### src/rtl/pipeline_pkg.sv
//------------------------------------------------------------------------------
// pipeline_pkg : shared control-bundle bit map, width defaults, slot states
// Revision     : 1.0
//------------------------------------------------------------------------------
`default_nettype none

package pipeline_pkg;
   localparam int PKG_DATA_W     = 32;
   localparam int PKG_REG_ADDR_W = 5;
   localparam int PKG_CTRL_W     = 8;

   localparam int CTRL_MEM_READ   = 0;
   localparam int CTRL_MEM_WRITE  = 1;
   localparam int CTRL_REG_WR     = 2;
   localparam int CTRL_ALU_OP_LSB = 3;
   localparam int CTRL_ALU_OP_MSB = 7;

   localparam logic [PKG_CTRL_W-1:0] CTRL_BUBBLE = '0;

   typedef enum logic {
      SLOT_EMPTY = 1'b0,
      SLOT_FULL  = 1'b1
   } slot_state_t;
endpackage

`default_nettype wire

### src/rtl/hazard_detect.sv
//------------------------------------------------------------------------------
// hazard_detect : combinational load-use detection and upstream stall request
// Revision      : 1.0
//------------------------------------------------------------------------------
`default_nettype none

module hazard_detect
   import pipeline_pkg::*;
#(
   parameter int REG_ADDR_W = PKG_REG_ADDR_W
) (
   input  logic                  id_valid,
   input  logic [REG_ADDR_W-1:0] id_rs,
   input  logic [REG_ADDR_W-1:0] id_rt,
   input  logic                  ex_valid,
   input  logic                  ex_mem_read,
   input  logic [REG_ADDR_W-1:0] ex_rd,
   input  logic                  ex_ready,
   input  logic                  flush,
   output logic                  load_use,
   output logic                  stall_flag
);
   always_comb begin
      load_use   = id_valid & ex_valid & ex_mem_read & (ex_rd != '0) &
                   ((ex_rd == id_rs) | (ex_rd == id_rt));
      // A flush frees decode even when the slot is held or a hazard exists.
      stall_flag = ~flush & ((ex_valid & ~ex_ready) | load_use);
   end
endmodule

`default_nettype wire

### src/rtl/id_ex_stage.sv
//------------------------------------------------------------------------------
// id_ex_stage : ID/EX pipeline register with load-use bubbles, WB bypass,
//               EX backpressure and flush. Optional stall counter: ID_EX_STALL_CNT_EN
// Revision    : 1.0
//------------------------------------------------------------------------------
`default_nettype none

module id_ex_stage
   import pipeline_pkg::*;
#(
   parameter int DATA_W     = PKG_DATA_W,
   parameter int REG_ADDR_W = PKG_REG_ADDR_W,
   parameter int CTRL_W     = PKG_CTRL_W
`ifdef ID_EX_STALL_CNT_EN
   ,
   parameter int CNT_W      = 16
`endif
) (
   input  logic                  clk,
   input  logic                  reset,
   input  logic                  id_valid,
   input  logic [DATA_W-1:0]     id_pc,
   input  logic [CTRL_W-1:0]     id_ctrl,
   input  logic [REG_ADDR_W-1:0] id_rs,
   input  logic [REG_ADDR_W-1:0] id_rt,
   input  logic [REG_ADDR_W-1:0] id_rd,
   input  logic [DATA_W-1:0]     id_imm,
   input  logic [DATA_W-1:0]     reg_file_rd_data1,
   input  logic [DATA_W-1:0]     reg_file_rd_data2,
   input  logic                  wb_reg_wr,
   input  logic [REG_ADDR_W-1:0] wb_addr,
   input  logic [DATA_W-1:0]     wb_data,
   input  logic                  flush,
   input  logic                  ex_ready,
   output logic                  stall_flag,
   output logic                  ex_valid,
   output logic [DATA_W-1:0]     ex_pc,
   output logic [DATA_W-1:0]     ex_imm,
   output logic [CTRL_W-1:0]     ex_ctrl,
   output logic [REG_ADDR_W-1:0] ex_rs,
   output logic [REG_ADDR_W-1:0] ex_rt,
   output logic [REG_ADDR_W-1:0] ex_rd,
   output logic [DATA_W-1:0]     ex_op_a,
   output logic [DATA_W-1:0]     ex_op_b
`ifdef ID_EX_STALL_CNT_EN
   ,
   output logic [CNT_W-1:0]      stall_cnt
`endif
);
   slot_state_t           state_q, state_d;
   logic [DATA_W-1:0]     pc_q, pc_d, imm_q, imm_d, op_a_q, op_a_d, op_b_q, op_b_d;
   logic [CTRL_W-1:0]     ctrl_q, ctrl_d;
   logic [REG_ADDR_W-1:0] rs_q, rs_d, rt_q, rt_d, rd_q, rd_d;
   logic                  w_load_use, w_hold, w_valid;
   logic [DATA_W-1:0]     w_op_a, w_op_b;

   assign w_valid = (state_q == SLOT_FULL);
   assign w_hold  = w_valid & ~ex_ready;

   hazard_detect #(.REG_ADDR_W(REG_ADDR_W)) u_hazard_detect (
      .id_valid    (id_valid),
      .id_rs       (id_rs),
      .id_rt       (id_rt),
      .ex_valid    (w_valid),
      .ex_mem_read (ctrl_q[CTRL_MEM_READ]),
      .ex_rd       (rd_q),
      .ex_ready    (ex_ready),
      .flush       (flush),
      .load_use    (w_load_use),
      .stall_flag  (stall_flag)
   );

   // Register 0 is hard-wired, so a writeback to it never bypasses.
   assign w_op_a = (wb_reg_wr && wb_addr != '0 && wb_addr == id_rs) ? wb_data : reg_file_rd_data1;
   assign w_op_b = (wb_reg_wr && wb_addr != '0 && wb_addr == id_rt) ? wb_data : reg_file_rd_data2;

   always_comb begin
      state_d = state_q;
      pc_d    = pc_q;
      imm_d   = imm_q;
      ctrl_d  = ctrl_q;
      rs_d    = rs_q;
      rt_d    = rt_q;
      rd_d    = rd_q;
      op_a_d  = op_a_q;
      op_b_d  = op_b_q;
      if (flush) begin
         state_d = SLOT_EMPTY;
         ctrl_d  = CTRL_W'(CTRL_BUBBLE);
      end else if (!w_hold) begin
         if (w_load_use) begin
            state_d = SLOT_EMPTY;
            ctrl_d  = CTRL_W'(CTRL_BUBBLE);
         end else begin
            state_d = id_valid ? SLOT_FULL : SLOT_EMPTY;
            pc_d    = id_pc;
            imm_d   = id_imm;
            ctrl_d  = id_ctrl;
            rs_d    = id_rs;
            rt_d    = id_rt;
            rd_d    = id_rd;
            op_a_d  = w_op_a;
            op_b_d  = w_op_b;
         end
      end
   end

   always_ff @(posedge clk) begin
      if (!reset) begin
         state_q <= SLOT_EMPTY;
         pc_q    <= '0;
         imm_q   <= '0;
         ctrl_q  <= '0;
         rs_q    <= '0;
         rt_q    <= '0;
         rd_q    <= '0;
         op_a_q  <= '0;
         op_b_q  <= '0;
      end else begin
         state_q <= state_d;
         pc_q    <= pc_d;
         imm_q   <= imm_d;
         ctrl_q  <= ctrl_d;
         rs_q    <= rs_d;
         rt_q    <= rt_d;
         rd_q    <= rd_d;
         op_a_q  <= op_a_d;
         op_b_q  <= op_b_d;
      end
   end

`ifdef ID_EX_STALL_CNT_EN
   logic [CNT_W-1:0] stall_cnt_q, stall_cnt_d;

   always_comb begin
      stall_cnt_d = stall_cnt_q;
      if (stall_flag && (stall_cnt_q != {CNT_W{1'b1}})) begin
         stall_cnt_d = stall_cnt_q + 1'b1;
      end
   end

   always_ff @(posedge clk) begin
      if (!reset) begin
         stall_cnt_q <= '0;
      end else begin
         stall_cnt_q <= stall_cnt_d;
      end
   end

   assign stall_cnt = stall_cnt_q;
`endif

   assign ex_valid = w_valid;
   assign ex_pc    = pc_q;
   assign ex_imm   = imm_q;
   assign ex_ctrl  = ctrl_q;
   assign ex_rs    = rs_q;
   assign ex_rt    = rt_q;
   assign ex_rd    = rd_q;
   assign ex_op_a  = op_a_q;
   assign ex_op_b  = op_b_q;
endmodule

`default_nettype wire

### config.mk
export PLATFORM = sky130hd
export DESIGN_NAME = id_ex_stage
export DESIGN_NICKNAME = d
export VERILOG_FILES = /design/src/rtl/pipeline_pkg.sv /design/src/rtl/hazard_detect.sv /design/src/rtl/id_ex_stage.sv
export SDC_FILE = /design/constraint.sdc
export NUM_CORES = 1
export LEC_CHECK = 0
export CAP_MARGIN = 20
export CORE_AREA = 2 2 135 137
export CTS_BUF_LIST = sky130_fd_sc_hd__clkbuf_16
export CTS_CLUSTER_DIAMETER = 30
export DETAILED_ROUTE_END_ITERATION = 8
export DIE_AREA = 0 0 137 139
export GPL_TIMING_DRIVEN = 0
export PLACE_DENSITY = 0.93
export SLEW_MARGIN = 30
export SYNTH_ARGS = -nofsm -noshare
export SYNTH_HDL_FRONTEND = slang
export SYNTH_SLANG_ARGS = --single-unit
### constraint.sdc
create_clock -name clk -period 3.09 [get_ports clk]
set_input_delay 0.4635 -clock clk [delete_from_list [all_inputs] [get_ports clk]]
set_output_delay 0.4635 -clock clk [all_outputs]
set_load 0.005 [all_outputs]
==> results of run 1 <==
==> worst register-to-register path: cells and delay by family, from the launching register on <==
kind | cells | cell delay, ps
simple gates | 1 | 600
flops | 1 | 390
mux | 1 | 130
buf+inv | 3 | 570
compound gates | 2 | 320
==> metal layers <==
metal  vias to the layer above  global-route usage, %
met2                       339                   48.8
met1                      3577                   29.4
met3                        46                   8.26
met4                         4                   9.44
li1                       3636                      -
met5                         -                      0
==> timing repair <==
action | 4_1_cts | 5_1_grt
resized for setup | 3 | 4
endpoints found under the hold margin | 0 | 0
cloned | 0 | 0
setup buffers | 1 | 0
endpoints found under the setup margin | 1 | 1
==> power groups by stage <==
stage               clock, mW  sequential [mW]  combinational, mW
floorplan                   0             2.21              0.402
global placement            0             2.20               1.05
detailed placement          0             2.21               1.07
CTS                      2.18             2.17               1.07
global route             2.25             2.18               1.15
finish                   2.16             2.17               1.07
==> final timing paths <==
check	startpoint	end	slack, ps	cells past startpoint
setup / recovery	id_rt[1]	stall_flag	80	8
hold / removal	ex_imm[4]	ex_imm[4]	460	2
setup reg to reg	ex_rd[0]	ex_imm[0]	960	7
hold reg to reg	ex_imm[4]	ex_imm[4]	460	2
==> cells in the final DEF, fill, tap and decap left out, types with 2 or more instances in the layout <==
cell type,count
clkinv_4,6
a21boi_0,64
a21oi_1,9
and3_1,64
o211ai_1,8
and4_1,2
bufinv_16,3
clkbuf_16,17
inv_1,3
nand2b_1,2
buf_2,8
nor3_1,2
dfxtp_1,152
xnor2_1,6
mux2i_1,143
o21ai_1,37
nand2_1,230
buf_6,8
a211oi_2,2
clkdlybuf4s50_1,345
clkbuf_1,57
nor2b_1,2
xor2_1,14
nor2_1,3
o21ai_0,30
buf_4,3
buf_1,4
==> cell type report <==
type,instances,area [um2],share of cell area (%)
tap,229,287,2.45
timing repair buffer,346,3460,29.6
antenna,1,2.50,0.0214
buffer,80,382,3.26
multi-input combinational,622,3920,33.5
inverter,1,3.75,0.0321
clock buffer,17,425,3.64
clock inverter,15,179,1.53
sequential,152,3040,26.0
==> logic make-up after synthesis <==
kind of cell              share of synthesized area [%]
and+or+nand+nor                                    18.3
AOI/OAI and AO/OA                                  13.1
buffers and inverters                              5.15
muxes                                              19.5
DFF                                                41.5
xor gates and xnor gates                           2.39
==> stage by stage <==
step	utilization (%)	setup slack (ps)	hold WS, ps	TNS [ps]	std cells
3_3_place_gp	62.7	-4.76	441	-4.76	1429
3_5_place_dp	62.7	-48.2	448	-56.5	1429
5_1_grt	66.3	1.90	476	0	1463
2_1_floorplan	-	1040	446	0	855
6_report	66.3	82.6	456	0	1463
4_1_cts	66.2	50.9	457	0	1462
==> state kept, by name, indices dropped and copies added, names as in the netlist <==
signal	count
ex_ctrl	8
ex_imm	32
ex_op_a	32
ex_op_b	32
ex_pc	32
ex_rd	5
ex_rs	5
ex_rt	5
ex_valid	1
==> synth_stat cells, types with 3 or more instances <==
| cell type | number |
|---|---|
| nand2_1 | 230 |
| dfxtp_1 | 152 |
| mux2i_1 | 143 |
| a21boi_0 | 64 |
| and3_1 | 64 |
| clkbuf_1 | 59 |
| o21ai_1 | 37 |
| o21ai_0 | 30 |
| xor2_1 | 14 |
| a21oi_1 | 9 |
| buf_2 | 8 |
| buf_6 | 8 |
| o211ai_1 | 8 |
| xnor2_1 | 6 |
| buf_1 | 4 |
| nor2_1 | 3 |
==> results.rst, run 1 <==
.. list-table::
   :header-rows: 1

   * - Metric
     - Value
   * - Path type of the worst min-delay path
     - reg -> reg
   * - Total global routing overflow
     - 0
   * - DIE HEIGHT
     - 139 um
   * - Number of buffers created by CTS
     - 17
   * - CP bufs+invs
     - 3
   * - Chip Width
     - 137 um
   * - Filler instances
     - 1381
   * - Vias
     - 7602
   * - Layout overhead on the synthesized area
     - 59.6%
   * - Cell type contributing the most total cell area after synthesis
     - dfxtp_1
   * - Final period util
     - 97.3%
   * - Bufs on Longest Clock Path
     - 2
   * - Num Clock Sinks
     - 152
   * - Critical path arrival
     - 2540 ps
   * - Avg Inst Size Synth
     - 8.57 um2
   * - Switching power of the nets
     - 1.41 mW
   * - Instance area after placement
     - 0.0111 mm2
   * - Port Buffers
     - 345
   * - Portion of the post-synthesis area used by sequential elements
     - 41.5%
   * - Most used DFF post-synth
     - dfxtp_1
   * - Clock network power share
     - 40.0%
   * - Time the final worst path needs with I/O delays and setup
     - 3010 ps
   * - Fraction of final layout cells with drive strength greater than 1
     - 4.22%
   * - Worst setup skew after layout
     - 13.3 ps
   * - Crit path kind
     - in -> out
   * - Design internal power
     - 3.99 mW
   * - Cell family contributing the most delay on the critical path
     - buffers and inverters
   * - Highest Clock Rate
     - 333 MHz
   * - Critical Path Most Common Cell
     - clkdlybuf4s50_1
   * - Maximum fanout along the worst path
     - 10
   * - Required arrival time at the worst endpoint
     - 2630 ps
   * - IR drop worst, VDD
     - 0.351 mV
   * - Slew @ Worst Pin
     - 898 ps
   * - PD cells
     - 462 mW/mm2
   * - Number of global-route vias before repair
     - 7580
   * - Starting utilization of the core area
     - 41.5%
   * - Clock Root Buffer
     - clkbuf_16
   * - Static leakage
     - 4.98 nW
   * - CTS tree
     - done
   * - Setup-failing EPs final
     - 0
   * - Share of async-settable or async-resettable flops after synthesis
     - 0%
   * - Die Outline Area
     - 0.0190 mm2
   * - Overall fraction of global-route tracks in use
     - 27.0%
   * - Violation count after the first detailed-routing iteration
     - 301
   * - DRC violation count after routing
     - 0
   * - Critical path launch point type
     - primary input
   * - DP HPWL
     - 20.6 mm
   * - First-pass GRT wire length
     - 40.0 mm
   * - Number of max-slew violations in the final report
     - 0
   * - Fraction of power consumed by sequential logic
     - 40.1%
   * - Post-DR wirelength/cell
     - 18.2 um
   * - Top cells by area in the synthesized netlist
     - dfxtp_1 42%, mux2i_1 20%, nand2_1 12%, a21boi_0 6.6%, and3_1 5.5%
   * - Via-to-Cell Ratio
     - 5.20
   * - Pre-antenna DRT Iters
     - 4
   * - Sw Share
     - 26.2%
   * - Number of warnings printed during yosys synthesis
     - 0
   * - Slew margin rel.
     - 40.0%
   * - Weighted congestion at the end of routability-driven global placement
     - 0.945
   * - Maximum level of the CTS H-tree
     - 4
   * - Row count
     - 49
   * - Number of enable flip-flop cells after synthesis
     - 0
   * - IO Pins
     - 347
   * - Wire length the detailed router placed on met1
     - 10.1 mm
   * - Maximum capacitance violations
     - 0
   * - Final hold violation count
     - 0
   * - Delay contributed by the slowest stage of the critical path
     - 510 ps
   * - Routed length on met2
     - 13.4 mm
   * - Core Region
     - 0.0177 mm2
   * - Post-synthesis net count
     - 1049
   * - Area share of the largest cell type after synthesis
     - 41.5%
   * - Synth cell types
     - 27
   * - Power Total
     - 5.40 mW
   * - Highest metal used
     - met5
   * - Number of nets still failing antenna checks after routing
     - 0
   * - Net count, final
     - 1414
   * - Comb power frac
     - 19.9%
   * - Netlist area before placement
     - 0.00733 mm2
   * - Pin count of the biggest net entering global routing
     - 17
   * - Sequence of cells on the critical path
     - clkdlybuf4s50_1, xor2_1, nor3_1, a22oi_1, buf_4, o21ai_0, nor2b_1, clkdlybuf4s50_1
   * - Slowest stage cell on the critical path
     - clkdlybuf4s50_1
   * - Crit end category
     - output port
   * - Final non-filler cell area
     - 0.0117 mm2
   * - Outcome
     - finished clean
   * - Routed wire length on met3
     - 2.40 mm
   * - Synth Register Bits
     - 152
   * - Initial antenna violation count
     - 3
   * - CTS Hold Bufs
     - 0
   * - Post-synthesis cell count
     - 855
   * - Routed Wire Length
     - 26.7 mm
   * - Clk slew on worst S/H paths
     - 60 ps
   * - Worst-Skew Late Latency
     - 420 ps
   * - Setup repair after global routing missed its margin
     - no
Note: power is estimated with default switching activity, not from simulation.
==> run 2: changes to the inputs <==
Settings changed: CTS_CLUSTER_DIAMETER 30 to 200.
==> results of run 2 <==
Same layout as run 1: the final DEF is identical, and so are final timing and power.
